File: config.mk
export PLATFORM = sky130hd
export DESIGN_NAME = instr_fetch
export DESIGN_NICKNAME = d
export VERILOG_FILES = /design/src/rtl/instr_fetch.sv
export SDC_FILE = /design/constraint.sdc
export NUM_CORES = 1
export LEC_CHECK = 0
export CAP_MARGIN = 15
export CORE_ASPECT_RATIO = 0.8
export CORE_MARGIN = 4
export CORE_UTILIZATION = 44
export CTS_CLUSTER_SIZE = 8
export DETAILED_ROUTE_END_ITERATION = 8
export HOLD_SLACK_MARGIN = 0.03
export PLACE_DENSITY = 0.8
export SYNTH_ARGS = -nofsm -noshare
export SYNTH_HDL_FRONTEND = slang
export SYNTH_SLANG_ARGS = --single-unit
File: constraint.sdc
create_clock -name clock -period 2.85 [get_ports clock]
set_input_delay 0.57 -clock clock [delete_from_list [all_inputs] [get_ports clock]]
set_output_delay 0.57 -clock clock [all_outputs]
set_load 0.01 [all_outputs]
File: src/rtl/instr_fetch.sv
// nRISC fetch/issue sequencer: owns the PC, fetches 8-bit instructions over req/ack, selects next PC.
// Optional retired-instruction counter (output retired) when RETIRE_CNT_EN is defined.
module instr_fetch #(
  parameter int unsigned          PC_W     = 8,
  parameter logic [PC_W-1:0]      RESET_PC = '0
) (
  input  logic            clock,
  input  logic            reset_n,
  output logic            imemReq,
  output logic [PC_W-1:0] imemAddr,
  input  logic [7:0]      imemData,
  input  logic            imemAck,
  output logic            instrValid,
  output logic [2:0]      opCode,
  output logic            funct,
  output logic [7:0]      instr,
  output logic [PC_W-1:0] pc,
  input  logic            PcWrite,
  input  logic            Jump,
  input  logic            Bnez,
  input  logic            regNonZero,
  input  logic [PC_W-1:0] jrTarget,
`ifdef RETIRE_CNT_EN
  output logic [15:0]     retired,
`endif
  output logic            halted
);

  typedef enum logic [1:0] {
    S_FETCH,
    S_ISSUE,
    S_EXEC,
    S_HALT
  } state_t;

  localparam logic [PC_W-1:0] ONE = PC_W'(1);

  state_t          r_state;
  state_t          w_next_state;
  logic [PC_W-1:0] r_pc;
  logic [PC_W-1:0] w_next_pc;
  logic [7:0]      r_ir;
  logic            r_req;
  logic            w_next_req;
  logic            w_accept;
  logic [PC_W-1:0] w_offset;

  // An ack only counts while our own request is outstanding; this drops stale acks after reset.
  assign w_accept = (r_state == S_FETCH) && r_req && imemAck;
  assign w_offset = {{(PC_W-4){r_ir[4]}}, r_ir[4:1]};

  always_comb begin
    w_next_state = r_state;
    w_next_pc    = r_pc;
    w_next_req   = 1'b0;
    case (r_state)
      S_FETCH: begin
        w_next_req = ~w_accept;
        if (w_accept) w_next_state = S_ISSUE;
      end
      S_ISSUE: w_next_state = S_EXEC;
      S_EXEC: begin
        if (!PcWrite) begin
          w_next_state = S_HALT;
        end else begin
          w_next_state = S_FETCH;
          w_next_req   = 1'b1;
          if (Jump)                   w_next_pc = jrTarget;
          else if (Bnez && regNonZero) w_next_pc = r_pc + ONE + w_offset;
          else                        w_next_pc = r_pc + ONE;
        end
      end
      default: w_next_state = S_HALT;
    endcase
  end

  always_ff @(posedge clock or negedge reset_n) begin
    if (!reset_n) begin
      r_state <= S_FETCH;
      r_pc    <= RESET_PC;
      r_ir    <= '0;
      r_req   <= 1'b0;
    end else begin
      r_state <= w_next_state;
      r_pc    <= w_next_pc;
      r_req   <= w_next_req;
      if (w_accept) r_ir <= imemData;
    end
  end

`ifdef RETIRE_CNT_EN
  logic [15:0] r_retired;

  always_ff @(posedge clock or negedge reset_n) begin
    if (!reset_n) begin
      r_retired <= '0;
    end else if (r_state == S_EXEC && PcWrite) begin
      r_retired <= r_retired + 16'd1;
    end
  end

  assign retired = r_retired;
`endif

  assign imemReq    = r_req;
  assign imemAddr   = r_pc;
  assign instrValid = (r_state == S_ISSUE);
  assign opCode     = r_ir[7:5];
  assign funct      = r_ir[0];
  assign instr      = r_ir;
  assign pc         = r_pc;
  assign halted     = (r_state == S_HALT);

endmodule

==> impl_metrics.py <==
metrics = {
    "logic_synthesis": {
        "ys_seq_elements": 19,
        "synthArstFlopShare": 1.000,
        "synth_ff_type": "dfrtp_1",
        "synthXorXnorAreaFrac": 0.05650,
        "ys_seq_area_frac": 0.3408,
        "synth_warnings": 0,
        "synth_top_cell_by_area": "dfrtp_1",
        "syn-num-nets": 185,
        "muxShareOfSynthArea": 0.07265,
        "synthAdderAreaFrac": 0.09507,
        "yosys-top-cells-area": "dfrtp_1 34%, ha_1 8.1%, mux2_2 7.3%",
        "avgSynthCellArea_um2": 9.178,
        "synth_edf_count": 0,
        "syn_area_um2": 1395,
        "synthTopCellsByCount": "19 x dfrtp_1, 19 x nand2_1, 12 x buf_4",
        "syn_inst": 152,
        "synth_top_family_by_area": "simple AND/OR/NAND/NOR gates",
        "netlist.area_leader.share": 0.3408,
        "synth_compound_area_frac": 0.1659,
        "synth.distinct_cells": 36,
        "synth-simple-area-share": 0.1803,
    },
    "layout": {
        "nNetsFinal": 229,
        "n_fill_cell": 242,
        "seqCellArea_um2": 475.5,
        "multiInputGateArea_um2": 795.8,
        "area_delta_synth_final_pct": 37.22,
        "final_layout_size_suffix_gt1_frac": 0.09231,
        "num_antenna_cells": 0,
    },
    "critical_path": {
        "crit_required_ns": 3.00,
        "crit_buf_inv": 0,
        "crit_fanout": 9,
        "critPathCapture": "imemAddr[5]",
        "rr_endpoint": "imemAddr[5]",
        "r2r-start": "imemAddr[0]",
        "r2r_cells": 9,
        "path_class": "reg2reg",
        "start_kind": "flip-flop",
        "cpMostUsedCell": "ha_1",
        "cp_num_cells": 9,
        "reg2reg_slack_ns": 0.22,
        "cp_top_family": "compound AO/OA/AOI/OAI gates",
        "slowest_stage": "dfrtp_1",
        "critPathMaxStageDelay_ns": 0.48,
        "crit_chain": "ha_1 > nand3_1 > xnor2_1 > ha_1 > nand2_1 > o31ai_2 > xor2_1 > mux2_2 > a221o_1",
        "cp-end-kind": "flip-flop",
        "critPathLaunch": "imemAddr[0]",
        "cp.arrival_ns": 2.78,
    },
    "hold_path": {
        "hold_class": "reg2reg",
    },
    "place": {
        "io_buffers": 53,
        "gp_congestion": 0.8533,
        "place_ws_ns": 0.2395,
        "hpwlAfterDp_um": 2857,
    },
    "clock_network": {
        "cts_setup_buffers": 0,
        "htree_levels": 1,
        "root_buffer": "clkbuf_8",
        "clkTransAtPathRegs_ns": 0.08,
        "cts_tree": "done",
        "cts_hold_buffers": 0,
        "cts_resized": 0,
        "clock_sinks": 19,
        "numCtsBuffers": 3,
        "clock_latency_ns": 0.26,
        "clockBufferDepth": 2,
    },
    "sta": {
        "setup_viol": 0,
        "tns_ns": 0,
        "grt_setup_unrepaired": "no",
        "min_period_over_period": 0.9220,
        "drv_slew": 0,
        "fin_skew_ns": 0.005346,
        "min_period_ns": 2.628,
        "hold_viol_final": 0,
        "worst_pin_slew_ns": 0.9133,
        "relSlewSlack": 0.3892,
        "worst_slack_ns": 0.2224,
        "max_freq_mhz": 380.6,
    },
    "routing": {
        "vias": 1269,
        "drtIter0Drc": 46,
        "drc_errors": 0,
        "ant_nets": 0,
        "routed_wl_um": 3547,
        "viasPerCell": 5.446,
        "dr.pass1.iters": 4,
        "wire_per_inst_um": 15.22,
    },
    "die": {
        "die_w_um": 70.96,
        "rows": 17,
        "start_util": 0.4823,
        "fp.dieH_um": 58.37,
        "coreArea_um2": 2893,
        "ios": 54,
        "die_area_um2": 4141,
    },
    "global_routing": {
        "grt-ovfl-total": 0,
        "grt_max_degree": 20,
        "antenna_found_initial": 0,
        "grt_pass1_vias": 1219,
        "grt_usage": 0.1732,
        "grt_pass1_wl_um": 5692,
    },
    "job": {
        "maxCapViolCount": 0,
    },
    "pwr": {
        "leakage_nw": 0.8252,
        "p_per_area_nw_per_um2": 1075,
        "ir_drop_mv": 0.6134,
    },
    "outcome": {
        "outcome": "finished, final reports clean",
    },
}
-- per-layer routing --
metal | up-vias | wire [µm] | global-route usage
met5 | - | 0 | 0
met4 | 0 | 46 | 0.04558
met3 | 4 | 217 | 0.03925
met2 | 46 | 1781 | 0.2985
met1 | 595 | 1502 | 0.2213
li1 | 624 | - | -
-- registers in the layout, indices dropped and copies added, names as in the netlist --
name	count
r_state	2
imemReq	1
imemAddr	8
instr	8
-- through the flow --
step	power (mW)	hold slack [ns]	cells	cell area (µm²)	util
2_1_floorplan	1.392	0.2744	152	1395	-
3_3_place_gp	1.819	0.5145	229	1868	0.6458
3_5_place_dp	1.876	0.5264	229	1868	0.6458
4_1_cts	2.074	0.5444	233	1914	0.6618
5_1_grt	2.217	0.5630	233	1914	0.6618
6_report	2.058	0.5398	233	1914	0.6618
-- cells by family after synthesis --
group | Yosys count
multiplexers | 9
AND/OR/NAND/NOR | 52
AO/OA/AOI/OAI | 35
buffers and inverters | 18
XOR/XNOR | 9
adder cells (fa/ha/maj) | 10
flip-flops | 19
-- power breakdown --
group	switching [mW]	leakage (nW)	internal, mW	total, mW
Sequential	0.153	0.233	0.380	0.532
Combinational	0.621	0.567	0.713	1.33
Clock	0.0945	0.0255	0.0973	0.192
Total	0.868	0.825	1.19	2.06
-- how the worst min path moves through the flow --
stage / start / endpoint / cells past startpoint
finish: instr[6] / instr[6] / 1
global placement: instr[6] / instr[6] / 1
detailed placement: instr[6] / instr[6] / 1
floorplan: reset_n / imemAddr[0] / 0
global route: instr[6] / instr[6] / 1
CTS: instr[6] / instr[6] / 1
-- worst reg2reg max path: stages, from the launching register on --
cell,delay [ns]
dfrtp_1,0.48
ha_1,0.25
nand3_1,0.11
xnor2_1,0.16
ha_1,0.35
nand2_1,0.10
o31ai_2,0.38
xor2_1,0.11
mux2_2,0.27
a221o_1,0.31
-- cell type report --
class                      count  share of cell area
clock buffer                   3             0.02157
clock inverter                 1            0.002614
inverter                       3            0.005882
multi-input combinational    115              0.4157
sequential                    19              0.2484
tap                           38             0.02484
timing repair buffer          54              0.2810
-- placed cells by master, fill, tap and decap left out --
master           Yosys  layout
a311oi_1             1       1
o31ai_1              1       1
nand2b_1             1       1
xnor2_1              4       4
and2_1               1       1
mux2_2               9       9
o21ai_0             10      10
dfrtp_1             19      19
inv_1                3       3
nand3_1              6       6
nor3_1               4       4
nand4_1              2       2
nand3b_1             1       1
xor2_1               5       5
a211oi_2             1       1
nor2b_1              3       3
clkdlybuf4s50_1      0      53
and3_1               2       2
nor3_2               1       1
a221o_1              2       2
clkbuf_8             1       3
nor3b_1              1       1
nand3b_2             1       1
o211a_1              1       1
fa_1                 1       1
a41oi_1              1       1
buf_4               12       1
clkinv_2             0       1
a21oi_1             11      11
nor2_1              10      10
a21o_1               4       4
a2111oi_1            1       1
o22ai_1              1       1
ha_1                 9       9
o31ai_2              1       1
nand2_1             19      19
Note: power is estimated with default switching activity, not from simulation.
